<file path="src/rtl/ddr_dly_ctrl_pkg.sv">
// Shared types for the DDR address/command delay-line tap controller.
package ddr_dly_ctrl_pkg;

   typedef enum logic [1:0] {
      OP_LOAD = 2'b00,
      OP_INC  = 2'b01,
      OP_DEC  = 2'b10,
      OP_SET  = 2'b11
   } op_t;

   typedef enum logic [1:0] {
      ST_OK    = 2'b00,
      ST_OOR   = 2'b01,
      ST_LIMIT = 2'b10,
      ST_BAD   = 2'b11
   } status_t;

   typedef enum logic [2:0] {
      S_IDLE,
      S_SETUP,
      S_LOAD,
      S_MOVE,
      S_WAIT,
      S_DONE
   } state_t;

   // Write operations on the per-lane tap count bank.
   typedef enum logic [1:0] {
      BK_NONE,
      BK_INC,
      BK_DEC,
      BK_CLR
   } bank_op_t;

endpackage

</file>
<file path="src/rtl/ddr_dly_tap_bank.sv">
// Per-lane tap count register file: one +1/-1/clear write port, two
// combinational read ports returning 0 for lanes outside the bank.
module ddr_dly_tap_bank
   import ddr_dly_ctrl_pkg::*;
#(
   parameter int NUM_LANES = 8,
   parameter int TAP_W     = 8,
   parameter int LANE_W    = 3
) (
   input  logic              clk,
   input  logic              rst,
   input  bank_op_t          wr_op,
   input  logic [LANE_W-1:0] wr_lane,
   input  logic [LANE_W-1:0] rd_a_lane,
   output logic [TAP_W-1:0]  rd_a_data,
   input  logic [LANE_W-1:0] rd_b_lane,
   output logic [TAP_W-1:0]  rd_b_data
);

   localparam logic [LANE_W:0] LANE_LIM = (LANE_W+1)'(NUM_LANES);

   logic [TAP_W-1:0] cnt [NUM_LANES];

   // Tap count update: reset clears all lanes, otherwise one lane per cycle.
   always_ff @(posedge clk) begin
      if (rst) begin
         cnt <= '{default: '0};
      end else begin
         case (wr_op)
            BK_INC:  cnt[wr_lane] <= cnt[wr_lane] + TAP_W'(1);
            BK_DEC:  cnt[wr_lane] <= cnt[wr_lane] - TAP_W'(1);
            BK_CLR:  cnt[wr_lane] <= '0;
            default: ;
         endcase
      end
   end

   // Range-checked combinational readback on both ports.
   always_comb begin
      rd_a_data = '0;
      rd_b_data = '0;
      if ({1'b0, rd_a_lane} < LANE_LIM) rd_a_data = cnt[rd_a_lane];
      if ({1'b0, rd_b_lane} < LANE_LIM) rd_b_data = cnt[rd_b_lane];
   end

endmodule

</file>
<file path="src/rtl/ddr_ca_dly_tap_ctrl.sv">
// Sequences LOAD/MOVE/DIRECTION strobes of the CA IOD delay lines for one
// tap request at a time, tracking per-lane tap counts and range limits.
module ddr_ca_dly_tap_ctrl
   import ddr_dly_ctrl_pkg::*;
#(
   parameter int   NUM_LANES  = 8,
   parameter int   TAP_W      = 8,
   parameter int   MAX_TAP    = 255,
   parameter int   SETTLE_CYC = 3,
   localparam int  LANE_W     = (NUM_LANES > 1) ? $clog2(NUM_LANES) : 1
) (
   input  logic                 FAB_CLK,
   input  logic                 SYNC_RST,
   input  logic                 REQ_VALID,
   output logic                 REQ_READY,
   input  logic [LANE_W-1:0]    REQ_LANE,
   input  logic [1:0]           REQ_OP,
   input  logic [TAP_W-1:0]     REQ_TAP,
   output logic                 DONE_VALID,
   output logic [1:0]           DONE_STATUS,
   output logic [TAP_W-1:0]     DONE_TAP,
   output logic [NUM_LANES-1:0] DELAY_LINE_LOAD,
   output logic [NUM_LANES-1:0] DELAY_LINE_MOVE,
   output logic [NUM_LANES-1:0] DELAY_LINE_DIRECTION,
   input  logic [NUM_LANES-1:0] DELAY_LINE_OUT_OF_RANGE,
   input  logic [LANE_W-1:0]    TAP_RD_LANE,
   output logic [TAP_W-1:0]     TAP_RD_DATA
);

   localparam logic [LANE_W:0]  LANE_LIM  = (LANE_W+1)'(NUM_LANES);
   localparam logic [TAP_W-1:0] TAP_MAX   = TAP_W'(MAX_TAP);
   localparam logic [3:0]       WAIT_LAST = 4'(SETTLE_CYC - 1);

   state_t              state, state_nxt;
   logic [LANE_W-1:0]   lane_q;
   op_t                 op_q;
   logic                dir_q;
   logic [TAP_W-1:0]    steps_q;
   logic                bad_q;
   logic [3:0]          wait_q;
   logic [NUM_LANES-1:0] dir_line;
   status_t             done_status_q;
   logic [TAP_W-1:0]    done_tap_q;

   logic [LANE_W-1:0]   cur_lane;
   logic [TAP_W-1:0]    cur_tap;
   bank_op_t            bank_op;

   logic                accept;
   op_t                 req_op;
   logic                req_bad;
   logic                req_dir;
   logic [TAP_W-1:0]    req_steps;
   logic                at_limit;
   logic                wait_last;
   logic                oor;
   status_t             fin_status;
   logic [TAP_W-1:0]    fin_tap;
   logic [NUM_LANES-1:0] lane_onehot;

   // In IDLE the bank is read at the requested lane so SET can size its move.
   assign cur_lane = (state == S_IDLE) ? REQ_LANE : lane_q;

   ddr_dly_tap_bank #(
      .NUM_LANES (NUM_LANES),
      .TAP_W     (TAP_W),
      .LANE_W    (LANE_W)
   ) u_bank (
      .clk       (FAB_CLK),
      .rst       (SYNC_RST),
      .wr_op     (bank_op),
      .wr_lane   (lane_q),
      .rd_a_lane (cur_lane),
      .rd_a_data (cur_tap),
      .rd_b_lane (TAP_RD_LANE),
      .rd_b_data (TAP_RD_DATA)
   );

   // Request decode: validity, direction and step count at acceptance.
   always_comb begin
      req_op    = op_t'(REQ_OP);
      req_bad   = ({1'b0, REQ_LANE} >= LANE_LIM) ||
                  (req_op == OP_SET && REQ_TAP > TAP_MAX);
      req_dir   = 1'b0;
      req_steps = '0;
      case (req_op)
         OP_INC: begin
            req_dir   = 1'b1;
            req_steps = REQ_TAP;
         end
         OP_DEC: begin
            req_dir   = 1'b0;
            req_steps = REQ_TAP;
         end
         OP_SET: begin
            req_dir   = (REQ_TAP > cur_tap);
            req_steps = req_dir ? (REQ_TAP - cur_tap) : (cur_tap - REQ_TAP);
         end
         default: ;
      endcase
   end

   assign accept    = REQ_VALID && REQ_READY;
   assign at_limit  = dir_q ? (cur_tap == TAP_MAX) : (cur_tap == '0);
   assign wait_last = (wait_q == '0);
   assign oor       = DELAY_LINE_OUT_OF_RANGE[lane_q];

   // State register.
   always_ff @(posedge FAB_CLK) begin
      if (SYNC_RST) state <= S_IDLE;
      else          state <= state_nxt;
   end

   // Next-state, bank write and completion result selection.
   always_comb begin
      state_nxt  = state;
      bank_op    = BK_NONE;
      fin_status = ST_OK;
      fin_tap    = cur_tap;
      case (state)
         S_IDLE: if (accept) state_nxt = S_SETUP;
         S_SETUP: begin
            if (bad_q) begin
               fin_status = ST_BAD;
               state_nxt  = S_DONE;
            end else if (op_q == OP_LOAD) begin
               state_nxt = S_LOAD;
            end else if (steps_q == '0) begin
               state_nxt = S_DONE;
            end else begin
               state_nxt = S_MOVE;
            end
         end
         S_MOVE: begin
            if (at_limit) begin
               fin_status = ST_LIMIT;
               state_nxt  = S_DONE;
            end else begin
               bank_op   = dir_q ? BK_INC : BK_DEC;
               state_nxt = S_WAIT;
            end
         end
         S_LOAD: begin
            bank_op   = BK_CLR;
            state_nxt = S_WAIT;
         end
         S_WAIT: begin
            if (wait_last) begin
               if (oor) begin
                  fin_status = ST_OOR;
                  state_nxt  = S_DONE;
                  if (op_q != OP_LOAD) begin
                     bank_op = dir_q ? BK_DEC : BK_INC;
                     fin_tap = dir_q ? (cur_tap - TAP_W'(1)) : (cur_tap + TAP_W'(1));
                  end
               end else if (steps_q != '0) begin
                  state_nxt = S_MOVE;
               end else begin
                  state_nxt = S_DONE;
               end
            end
         end
         S_DONE:  state_nxt = S_IDLE;
         default: state_nxt = S_IDLE;
      endcase
   end

   // Request latch, step/settle counters, direction lines and DONE result.
   // The direction bit is written at acceptance so it is already valid in
   // SETUP, one cycle ahead of the first MOVE pulse.
   always_ff @(posedge FAB_CLK) begin
      if (SYNC_RST) begin
         lane_q        <= '0;
         op_q          <= OP_LOAD;
         dir_q         <= 1'b0;
         steps_q       <= '0;
         bad_q         <= 1'b0;
         wait_q        <= '0;
         dir_line      <= '0;
         done_status_q <= ST_OK;
         done_tap_q    <= '0;
      end else begin
         if (accept) begin
            lane_q  <= REQ_LANE;
            op_q    <= req_op;
            dir_q   <= req_dir;
            steps_q <= req_steps;
            bad_q   <= req_bad;
            if (!req_bad && req_op != OP_LOAD && req_steps != '0)
               dir_line[REQ_LANE] <= req_dir;
         end
         if (state == S_MOVE && !at_limit) begin
            steps_q <= steps_q - TAP_W'(1);
            wait_q  <= WAIT_LAST;
         end
         if (state == S_LOAD) wait_q <= WAIT_LAST;
         if (state == S_WAIT && !wait_last) wait_q <= wait_q - 4'd1;
         if (state_nxt == S_DONE) begin
            done_status_q <= fin_status;
            done_tap_q    <= fin_tap;
         end
      end
   end

   // Strobe and handshake outputs decoded from the current state.
   always_comb begin
      lane_onehot     = NUM_LANES'(1) << lane_q;
      REQ_READY       = (state == S_IDLE) && !SYNC_RST;
      DONE_VALID      = (state == S_DONE);
      DELAY_LINE_LOAD = '0;
      DELAY_LINE_MOVE = '0;
      if (state == S_LOAD)              DELAY_LINE_LOAD = lane_onehot;
      if (state == S_MOVE && !at_limit) DELAY_LINE_MOVE = lane_onehot;
   end

   assign DELAY_LINE_DIRECTION = dir_line;
   assign DONE_STATUS          = done_status_q;
   assign DONE_TAP             = done_tap_q;

endmodule

</file>
<file path="config.mk">
export PLATFORM = sky130hd
export DESIGN_NAME = ddr_ca_dly_tap_ctrl
export DESIGN_NICKNAME = d
export VERILOG_FILES = /design/src/rtl/ddr_dly_ctrl_pkg.sv /design/src/rtl/ddr_dly_tap_bank.sv /design/src/rtl/ddr_ca_dly_tap_ctrl.sv
export SDC_FILE = /design/constraint.sdc
export NUM_CORES = 1
export LEC_CHECK = 0
export ABC_AREA = 1
export ABC_CLOCK_PERIOD_IN_PS = 4730
export CORE_MARGIN = 10
export CORE_UTILIZATION = 54
export CTS_BUF_LIST = sky130_fd_sc_hd__clkbuf_4 sky130_fd_sc_hd__clkbuf_8 sky130_fd_sc_hd__clkbuf_16
export CTS_CLUSTER_DIAMETER = 200
export DETAILED_ROUTE_END_ITERATION = 6
export PLACE_DENSITY = 0.73
export SKIP_CTS_REPAIR_TIMING = 1
export SYNTH_ARGS = -nofsm -noshare
export SYNTH_HDL_FRONTEND = slang
export SYNTH_HIERARCHICAL = 1
export SYNTH_SLANG_ARGS = --single-unit
</file>
<file path="constraint.sdc">
create_clock -name FAB_CLK -period 4.73 [get_ports FAB_CLK]
set_input_delay 0.946 -clock FAB_CLK [delete_from_list [all_inputs] [get_ports FAB_CLK]]
set_output_delay 0.946 -clock FAB_CLK [all_outputs]
set_load 0.01 [all_outputs]
</file>
## Yosys cells after proc, flatten, opt, wreduce, memory -nomap -nowiden

Index checks and enable logic that the tools add are counted.

- Input port bits: 27
- Latch bits: 0
- Bits in read-only memories: 0
- Memories kept: 0
- RAM bits: 0
- Flip-flop bits (word level): 104
- Logic and storage cells: 138
- Output and inout bits: 44

- Shift operators: 1
- Add/sub/neg operators: 8
- Order comparisons: 9
- Reductions and logical operators: 27
- Divide/modulo/power cells: 0
- Bitwise operators: 5
- Multiplexer cells: 57
- Equal/unequal tests: 13
- Multipliers: 0

Operator list:

| operator | number |
|---|---|
| $pmux 64 s3 | 1 |
| $mux 8 | 17 |
| $bwmux 64 | 2 |
| $bmux 8 s3 | 3 |
| $and 64x64->64 | 1 |
| $not 64->64 | 1 |
| $demux 8 s3 | 1 |
| $mux 3 | 8 |
| $sub 8x1->8 const B | 3 |
| $add 8x1->8 const B | 2 |
| $logic_not 8->1 | 2 |
| $mux 2 | 8 |
| $pmux 8 s2 | 1 |
| $reduce_bool 8->1 | 2 |
| $sub 8x8->8 | 2 |
| $pmux 3 s5 | 1 |
| $ge 4x4->1 const B | 3 |
| $mux 4 | 3 |
| $not 3->4 | 3 |
| $pmux 2 s3 | 2 |
| $eq 3x3->1 const B | 3 |
| $logic_and 1x1->1 | 9 |
| $bwmux 8 | 1 |
| $eq 2x2->1 const B | 4 |
| other kinds (23) | 37 |

## Depth between registers and ports, before layout

Gate-level depths: netlist of the first run.

- Word-level depth: 13
- Gate-level depth with buffers: 32
- Gate-level depth less buffers: 30

## By module

Netlist of the first run, hierarchy kept.

By module, submodules not included:

| module | instances | area an instance (µm²) | cells an instance | seq. area each (µm²) |
|---|---|---|---|---|
| ddr_dly_tap_bank | 1 | 5,062.4 | 855 | 1,281.2 |
| ddr_ca_dly_tap_ctrl | 1 | 3,641.0 | 596 | 780.7 |

## Worst setup path after synthesis of the first run

No wires, ideal clock.

- Path type: in2reg
- Start point: input REQ_LANE[0]
- End point: register dir_line[5] (netlist: DELAY_LINE_DIRECTION[5])
- Stages: 27
- Buffers on the path: 3
- Arrival time: 4,301 ps
- Setup slack: 320 ps
- Setup time: 109 ps
- Required time: 4,621 ps
- Cell sequence: nand2_1 o21ai_0 clkbuf_1 clkinv_1 clkbuf_1 a21oi_1 o21ai_0 a31oi_1 inv_1 fa_1 nand2_1 nand2_1 nand3_1 nand2_2 nand2_4 nand2_1 nand3_1 nand2_1 nand2_1 nand2_1 nor2_2 nand3_4 buf_6 nand3_1 nand2_1 clkinv_1 nor2_1

- Cells in the longest elaborated chain, start to end: 11
- Elaborated cells on any way between the ends: 20
- Those cells by class: add/sub: 2; order compare: 3; mux: 10; bitwise: 1; reduce/logical: 4

Ends and longest elaborated chain:

| what | RTL line | text |
|---|---|---|
| start: declaration | ddr_ca_dly_tap_ctrl.sv:16 | `input logic [LANE_W-1:0] REQ_LANE,` |
| $mux 3 * | ddr_ca_dly_tap_ctrl.sv:62 | `assign cur_lane = (state == S_IDLE) ? REQ_LANE : lane_q;` |
| net cur_lane[0] | ddr_ca_dly_tap_ctrl.sv:45 | `logic [LANE_W-1:0] cur_lane;` |
| $not 3->4 (implied by the code) * | ddr_dly_tap_bank.sv:42 | `if ({1'b0, rd_a_lane} < LANE_LIM) rd_a_data = cnt[rd_a_lane];` |
| $bmux 8 s3 * | ddr_dly_tap_bank.sv:42 |  |
| $mux 8 (implied by the code) * (2 in a row) | ddr_dly_tap_bank.sv:42 |  |
| net cur_tap[1] | ddr_ca_dly_tap_ctrl.sv:46 | `logic [TAP_W-1:0] cur_tap;` |
| $sub 8x8->8 / $gt 8x8->1 (equally long branches) | ddr_ca_dly_tap_ctrl.sv:97, ddr_ca_dly_tap_ctrl.sv:96 |  |
| $mux 8 | ddr_ca_dly_tap_ctrl.sv:97 | `req_steps = req_dir ? (REQ_TAP - cur_tap) : (cur_tap - REQ_TAP);` |
| $pmux 8 s2 | ddr_ca_dly_tap_ctrl.sv:86 | `case (req_op)` |
| $reduce_bool 8->1 | ddr_ca_dly_tap_ctrl.sv:189 | `if (!req_bad && req_op != OP_LOAD && req_steps != '0)` |
| $logic_and 1x1->1 | ddr_ca_dly_tap_ctrl.sv:189 |  |
| $reduce_and 2->1 (no line) | n/a |  |
| end signal: indexed assignment | ddr_ca_dly_tap_ctrl.sv:190 | `dir_line[REQ_LANE] <= req_dir;` |
| end: declaration | ddr_ca_dly_tap_ctrl.sv:41 | `logic [NUM_LANES-1:0] dir_line;` |

The timed path passes the listed nets; every way through them passes the cells marked *. The select of a mux whose other input is x is not followed.
A chain may end at the register's enable or synchronous reset.

## Worst setup path after layout of the first run

- Start point: input REQ_LANE[0]
- End point: output DELAY_LINE_MOVE[0]

- Cells in the longest elaborated chain, start to end: 10
- Elaborated cells on any way between the ends: 11
- Those cells by class: eq/ne: 1; mux: 6; bitwise: 1; reduce/logical: 3

Ends and longest elaborated chain:

| what | RTL line | text |
|---|---|---|
| $mux 3 * | ddr_ca_dly_tap_ctrl.sv:62 |  |
| net cur_lane[0] | ddr_ca_dly_tap_ctrl.sv:45 |  |
| $not 3->4 (implied by the code) * | ddr_dly_tap_bank.sv:42 |  |
| $bmux 8 s3 * | ddr_dly_tap_bank.sv:42 |  |
| $mux 8 (implied by the code) * (2 in a row) | ddr_dly_tap_bank.sv:42 |  |
| net cur_tap[2] | ddr_ca_dly_tap_ctrl.sv:46 |  |
| $eq 8x8->1 / $logic_not 8->1 (equally long branches) | ddr_ca_dly_tap_ctrl.sv:104 | `assign at_limit = dir_q ? (cur_tap == TAP_MAX) : (cur_tap == '0);` |
| $mux 1 * | ddr_ca_dly_tap_ctrl.sv:104 |  |
| $logic_not 1->1 * | ddr_ca_dly_tap_ctrl.sv:213 | `if (state == S_MOVE && !at_limit) DELAY_LINE_MOVE = lane_onehot;` |
| $logic_and 1x1->1 * | ddr_ca_dly_tap_ctrl.sv:213 |  |
| $mux 8 * | ddr_ca_dly_tap_ctrl.sv:213 |  |
| end: declaration | ddr_ca_dly_tap_ctrl.sv:23 | `output logic [NUM_LANES-1:0] DELAY_LINE_MOVE,` |

Marked as above.

==> results of run 1 <==
-- synth_stat cells, drive strengths merged, types with 2 or more instances --
cell type | count | area share (%)
a21oi | 129 | 7.8
a221oi | 6 | 0.60
a22oi | 2 | 0.17
a31oi | 20 | 1.4
buf | 25 | 2.5
clkbuf | 34 | 1.5
clkinv | 11 | 0.47
dfxtp | 103 | 24
fa | 3 | 0.69
ha | 29 | 4.2
inv | 194 | 8.5
nand2 | 375 | 17
nand3 | 106 | 6.6
nand4 | 23 | 1.8
nor2 | 138 | 6.8
nor3 | 17 | 0.98
o211ai | 12 | 1.0
o21ai | 195 | 11
o21bai | 2 | 0.17
o22ai | 2 | 0.14
or2 | 3 | 0.22
xnor2 | 5 | 0.50
xor2 | 8 | 0.81
-- layout make-up --
cell class | instances | area (um2)
fillers | 1510 | 5390
flip-flops and latches | 103 | 2060
clock buffers | 9 | 225
inverters | 205 | 777
clock inverters | 6 | 109
multi-input cells | 1085 | 5600
well taps | 216 | 270
repair buffers | 156 | 1390
-- critical path: cells and delay by family --
family | cells | cell delay, ns
buffers and inverters | 6 | 1.56
AO/OA/AOI/OAI | 5 | 0.89
AND/OR/NAND/NOR | 5 | 0.46
-- cell families after synthesis --
logic type	synth area share, %
simple gates	33.9
compound gates	23.3
buf+inv	12.9
flops	23.7
fa+ha+maj	4.86
xor+xnor	1.31
-- worst min path at each step --
stage                               from             end  depth (start not counted)
after floorplan           u_bank/cnt[57]  u_bank/cnt[57]                          2
after detailed placement  DONE_STATUS[0]  DONE_STATUS[0]                          2
final                     DONE_STATUS[0]  DONE_STATUS[0]                          2
after CTS                 DONE_STATUS[0]  DONE_STATUS[0]                          2
after global routing      DONE_STATUS[0]  DONE_STATUS[0]                          2
after global placement    DONE_STATUS[0]  DONE_STATUS[0]                          2
-- flip-flops by register name, summed over array words and instances (netlist names) --
signal / count
steps_q: 8
op_q: 2
DELAY_LINE_DIRECTION: 8
lane_q: 3
u_bank/cnt: 64
DONE_STATUS: 2
state: 3
dir_q: 1
DONE_TAP: 8
wait_q: 4
-- metrics by stage --
step | TNS, ns | instances | hold slack (ns) | util [%]
5_1_grt | -0.429 | 1780 | 0.495 | 65.9
4_1_cts | -1.25 | 1776 | 0.463 | 65.2
3_5_place_dp | -1.09 | 1761 | 0.454 | 63.1
3_3_place_gp | -0.710 | 1761 | 0.454 | 63.1
6_report | -0.0767 | 1780 | 0.463 | 65.9
2_1_floorplan | 0 | 1451 | 0.444 | -
-- per-layer routing --
metal | share of wire, % | vias up
li1 | - | 4973
met1 | 41 | 4490
met2 | 46 | 496
met3 | 8.0 | 103
met4 | 5.3 | 0
met5 | 0 | -
-- power groups by stage --
stage	combinational (mW)	clock (mW)	sequential, mW
3_3_place_gp	2.27	0	1.07
3_5_place_dp	2.30	0	1.07
5_1_grt	2.66	0.887	1.06
4_1_cts	2.31	0.863	1.05
2_1_floorplan	1.54	0	1.03
6_report	2.40	0.849	1.06
==> run summary, run 1 <==
combinational power share -> 55.8%
warnings from Yosys -> 6
RR Startpoint -> state[1]
CTS tree -> done
crit path DAT -> 3.86 ns
Total Die Area -> 21,600 um2
Max Slew Vio Count -> 0
grt met1 use -> 32.0%
hpwl dp -> 22,200 um
DRT Pass-1 Iters -> 6
antenna violation net count after detailed routing -> 0
syn_nets -> 1,510
first-pass GRT wire length -> 46,500 um
Max H-tree Level -> 3
routed len/inst -> 16.5 um
min cycle time layout -> 4.81 ns
GRT Total Usage -> 26.0%
clock latency on the worst-skew pair -> 0.36 ns
Peak supply drop -> 0.000300 V
WL final -> 29,400 um
most crowded layer after global routing -> met2
vias -> 10,062
nets -> 1,619
setup ws final -> -0.0767 ns
violated checks -> negative setup slack
CP Max Fanout -> 7
share of layout cells above drive strength 1 -> 12.5%
Tcrit/Tclk final -> 102%
fmax -> 208 MHz
Die Y -> 147 um
pwr/cell area -> 413 nW/um2
Crit. Startpoint -> REQ_LANE[0]
Top FF cell, synth -> dfxtp_1
Crit path largest cell delay -> 0.50 ns
Int Pwr -> 2.37 mW
Placeable Area -> 15,800 um2
Worst Setup Start Kind -> input port
slowest CP cell -> clkdlybuf4s50_1
part of the power in registers -> 24.5%
Synth Cell Area -> 8700 um2
met3 Track Usage GR -> 4.48%
worst reg2reg path depth -> 29
DRC viols -> 0
Die X -> 147 um
Psw -> 1.94 mW
RSZ-0062 raised after global routing -> yes
largest net degree at the start of global routing -> 46
Synth cell types -> 51
final setup violation count -> 1
worst-path cell chain -> clkdlybuf4s50_1 > nand2_1 > o21ai_2 > buf_6 > buf_4 > o21ai_0 > a221oi_1 > a31oi_1 > inv_1 > nand4_1 > o21ai_2 > nor2_1 > nor2_1 > buf_4 > nor2_1 > clkdlybuf4s50_1
Reg2Reg Setup Slack -> 0.35 ns
Place WS -> -0.144 ns
Switching Share -> 45.0%
FP Rows -> 46
register area share after synthesis -> 23.7%
routability cong. -> 0.952
post-layout instance area -> 10,400 um2
status -> complete, but fails checks
Tot Pwr -> 4.31 mW
number of global-route vias before repair -> 9,326
clock sinks -> 103
CP endpoint kind -> output pin
Tightest Hold Check Type -> reg2reg
number of synthesized register bits -> 103
Area Overhead vs Synth -> 19.9%
CP Class -> in2out
# Max-Cap Violations -> 0
commonest cells after routing, fill and taps aside -> 344 x nand2_1, 183 x o21ai_0, 182 x inv_1
CP required -> 3.78 ns
Vias/cell -> 5.65
Clock Tree Buf Depth -> 2
Mean Syn Cell Area -> 6.00 um2
Clk pin slew, worst setup/hold paths -> 0.06 ns
most used cell, CP -> nor2_1
Worst Tran Pin Value -> 1.26 ns
Post-synth EDFFs -> 0
IO Pins -> 71
Initial Util -> 55.0%
final hold vios -> 0
DRT iter0 DRCs -> 1,041
antenna violations before repair -> 0
Synth Instances -> 1,451
Leak Pwr -> 4.77 nW
Clock Power Share -> 19.7%
asr flop ratio synth -> 0%
CTS Buf Count -> 9
clock skew -> 0.0145 ns
commonest non-fill, non-tap cell in the layout -> nand2_1
ANT cells -> 0
Root Buffer -> clkbuf_16
r2r endpoint -> DELAY_LINE_DIRECTION[7]
met2 usage -> 42.6%
placed cell area -> 9980 um2
I/O Buffers -> 70
crit path to -> DELAY_LINE_MOVE[0]
gr ovfl total -> 0
Slew headroom -> 15.7%
Power figures use the tool's default switching activity.
==> run 2: changes to the inputs <==
Settings changed: CORE_MARGIN 10 to default.
==> run 2 against run 1 <==
The run ends with design-rule violations left. Clock skew is essentially flat. Sequential power is essentially flat. Sequential cell count stayed put. Power shrank 2.3%. Clock power is 6.0% lower. Combinational power fell by 2%. Routed wire length down 4.8%. Core utilization fell by 0.62 points. Non-clock buffer count down 6. Critical path type unchanged. Largest cell class unchanged. Highest routed layer unchanged.
==> run summary, run 2 (synthesized netlist as in run 1, its figures left out) <==
max reg flops -> 64 (unchanged)
RSZ-0062 raised after global routing -> yes (unchanged)
DRC viols -> 3 (was 0)
Tot Pwr -> 4.21 mW (was 4.31 mW)
I/O Buffers -> 70 (unchanged)
setup ws final -> 0.0362 ns (was -0.0767 ns)
combinational power share -> 56.0% (was 55.8%)
Root Buffer -> clkbuf_16 (unchanged)
clock sinks -> 103 (unchanged)
utilization after layout -> 65.3% (was 65.9%)
routability cong. -> 0.969 (was 0.952)
hold-critical path depth -> 2 (unchanged)
Place WS -> -0.153 ns (was -0.144 ns)
worst-path cell chain -> clkdlybuf4s50_1 > nand2_1 > o21ai_2 > inv_2 > buf_6 > nand2_1 > o21ai_0 > a221oi_1 > a31oi_1 > inv_2 > nand4_1 > o21ai_2 > nor2_2 > nor2_1 > buf_4 > nor2_1 > clkdlybuf4s50_1 (was clkdlybuf4s50_1 > nand2_1 > o21ai_2 > buf_6 > buf_4 > o21ai_0 > a221oi_1 > a31oi_1 > inv_1 > nand4_1 > o21ai_2 > nor2_1 > nor2_1 > buf_4 > nor2_1 > clkdlybuf4s50_1)
Top Family by Delay on Critical Path -> buffers and inverters (unchanged)
Die Y -> 129 um (was 147 um)
worst reg2reg path depth -> 30 (was 29)
DRT Pass-1 Iters -> 7 (was 6)
Tcrit/Tclk final -> 99.2% (was 102%)
CP Class -> in2out (unchanged)
slowest CP cell -> clkdlybuf4s50_1 (unchanged)
CP required -> 3.78 ns (about the same)
share of layout cells above drive strength 1 -> 12.3% (was 12.5%)
clock latency on the worst-skew pair -> 0.36 ns (about the same)
Clk pin slew, worst setup/hold paths -> 0.07 ns (was 0.06 ns)
Worst Tran Pin Value -> 1.23 ns (was 1.26 ns)
CP Max Fanout -> 22 (was 7)
Worst Setup Start Kind -> input port (unchanged)
post-layout instance area -> 10,300 um2 (was 10,400 um2)
clock skew -> 0.0146 ns (was 0.0145 ns)
CTS tree -> done (unchanged)
placed cells -> 1,756 (was 1,761)
hpwl dp -> 21,300 um (was 22,200 um)
FP Rows -> 46 (unchanged)
Leak Pwr -> 4.68 nW (was 4.77 nW)
DRT iter0 DRCs -> 1,241 (was 1,041)
Peak supply drop -> 0.000234 V (was 0.000300 V)
pwr/cell area -> 407 nW/um2 (was 413 nW/um2)
IO Pins -> 71 (unchanged)
Vias/cell -> 5.63 (was 5.65)
Largest Register -> u_bank/cnt (unchanged)
gr ovfl total -> 0 (unchanged)
Crit path largest cell delay -> 0.52 ns (was 0.50 ns)
CP endpoint kind -> output pin (unchanged)
final hold slack -> 0.476 ns (was 0.463 ns)
antenna violation net count after detailed routing -> 0 (unchanged)
min cycle time layout -> 4.69 ns (was 4.81 ns)
fmax -> 213 MHz (was 208 MHz)
Int Pwr -> 2.29 mW (was 2.37 mW)
vias -> 9,981 (was 10,062)
nets -> 1,612 (was 1,619)
# Max-Cap Violations -> 0 (unchanged)
Cell Count, Final, Fillers Out -> 1,774 (was 1,780)
commonest cells after routing, fill and taps aside -> 344 x nand2_1, 183 x inv_1, 181 x o21ai_0 (was 344 x nand2_1, 183 x o21ai_0, 182 x inv_1)
Initial Util -> 55.0% (unchanged)
number of global-route vias before repair -> 8,944 (was 9,326)
CTS Buf Count -> 9 (unchanged)
antenna violations before repair -> 0 (unchanged)
commonest non-fill, non-tap cell in the layout -> nand2_1 (unchanged)
Clock Tree Buf Depth -> 2 (unchanged)
crit path DAT -> 3.75 ns (was 3.86 ns)
Bufs and invs on worst path -> 6 (unchanged)
setup_tns -> 0 ns (was -0.0767 ns)
status -> complete, but fails checks (unchanged)
Tightest Hold Check Type -> reg2reg (unchanged)
final hold vios -> 0 (unchanged)
Switching Share -> 45.7% (was 45.0%)
Psw -> 1.92 mW (was 1.94 mW)
Slew headroom -> 17.8% (was 15.7%)
Max Slew Vio Count -> 0 (unchanged)
Area Overhead vs Synth -> 18.8% (was 19.9%)
part of the power in registers -> 25.0% (was 24.5%)
violated checks -> design-rule violations (was negative setup slack)
Fillers -> 1,521 (was 1,510)
ANT cells -> 0 (unchanged)
instance count on the critical path -> 17 (was 16)
routed len/inst -> 15.8 um (was 16.5 um)
Clock Power Share -> 19.0% (was 19.7%)
final setup violation count -> 0 (was 1)
Die X -> 129 um (was 147 um)
first-pass GRT wire length -> 44,400 um (was 46,500 um)
largest net degree at the start of global routing -> 46 (unchanged)
placed cell area -> 9930 um2 (was 9980 um2)
Placeable Area -> 15,800 um2 (unchanged)
Max H-tree Level -> 3 (unchanged)
GRT Total Usage -> 34.1% (was 26.0%)
WL final -> 28,000 um (was 29,400 um)
Total Die Area -> 16,600 um2 (was 21,600 um2)
-- run 2: cell types whose count changed in the layout (fill, tap and decap cells not counted), sizes merged, moves of 2 or more --
cell           before  now
clkinv             12   10
buf                86   80
clkbuf              9   13
dlymetal6s2s        7    4
bufinv              3    1
clkdlybuf4s50      63   66
-- run 2: worst paths after layout --
kind	startpoint	slack, ns	to
max	REQ_LANE[0]	0.04	DELAY_LINE_MOVE[3]
min	DONE_TAP[5]	0.48	DONE_TAP[5]
max reg2reg	state[0]	0.56	DELAY_LINE_DIRECTION[2]
min reg2reg	DONE_TAP[5]	0.48	DONE_TAP[5]
-- run 2: power groups by stage --
| stage | logic, mW | clock network [mW] | registers [mW] |
|---|---|---|---|
| finish | 2.36 | 0.798 | 1.05 |
| global route | 2.61 | 0.842 | 1.06 |
| CTS | 2.27 | 0.807 | 1.05 |
| detailed placement | 2.26 | 0 | 1.07 |
| global placement | 2.24 | 0 | 1.06 |
| floorplan | 1.54 | 0 | 1.03 |
-- run 2: per-layer routing --
| metal | part of all wire, % | vias up | track usage, % |
|---|---|---|---|
| li1 | - | 4960 | - |
| met1 | 41 | 4436 | 41.8 |
| met2 | 46 | 496 | 56.6 |
| met3 | 7.3 | 89 | 5.36 |
| met4 | 4.9 | 0 | 19.9 |
| met5 | 0 | - | 0 |
-- run 2: final cells by class --
cell class | instances | area, um2 | area share (%)
repair buffers | 150 | 1330 | 12.9
flip-flops and latches | 103 | 2060 | 20.0
well taps | 216 | 270 | 2.61
multi-input cells | 1084 | 5580 | 54.0
clock buffers | 13 | 268 | 2.59
clock inverters | 3 | 47.5 | 0.460
inverters | 205 | 777 | 7.52
-- run 2: tightest hold or removal path: cells and delay by family (launching register included) --
family | cells | cell delay, ns
AOI/OAI and AO/OA | 1 | 0.05
DFF | 1 | 0.32
and+or+nand+nor | 1 | 0.06
==> run 3: changes to the inputs <==
Settings changed: HOLD_SLACK_MARGIN from default to 0.05.
==> results of run 3 <==
No change in the layout: final DEF, timing and power equal those of run 2.
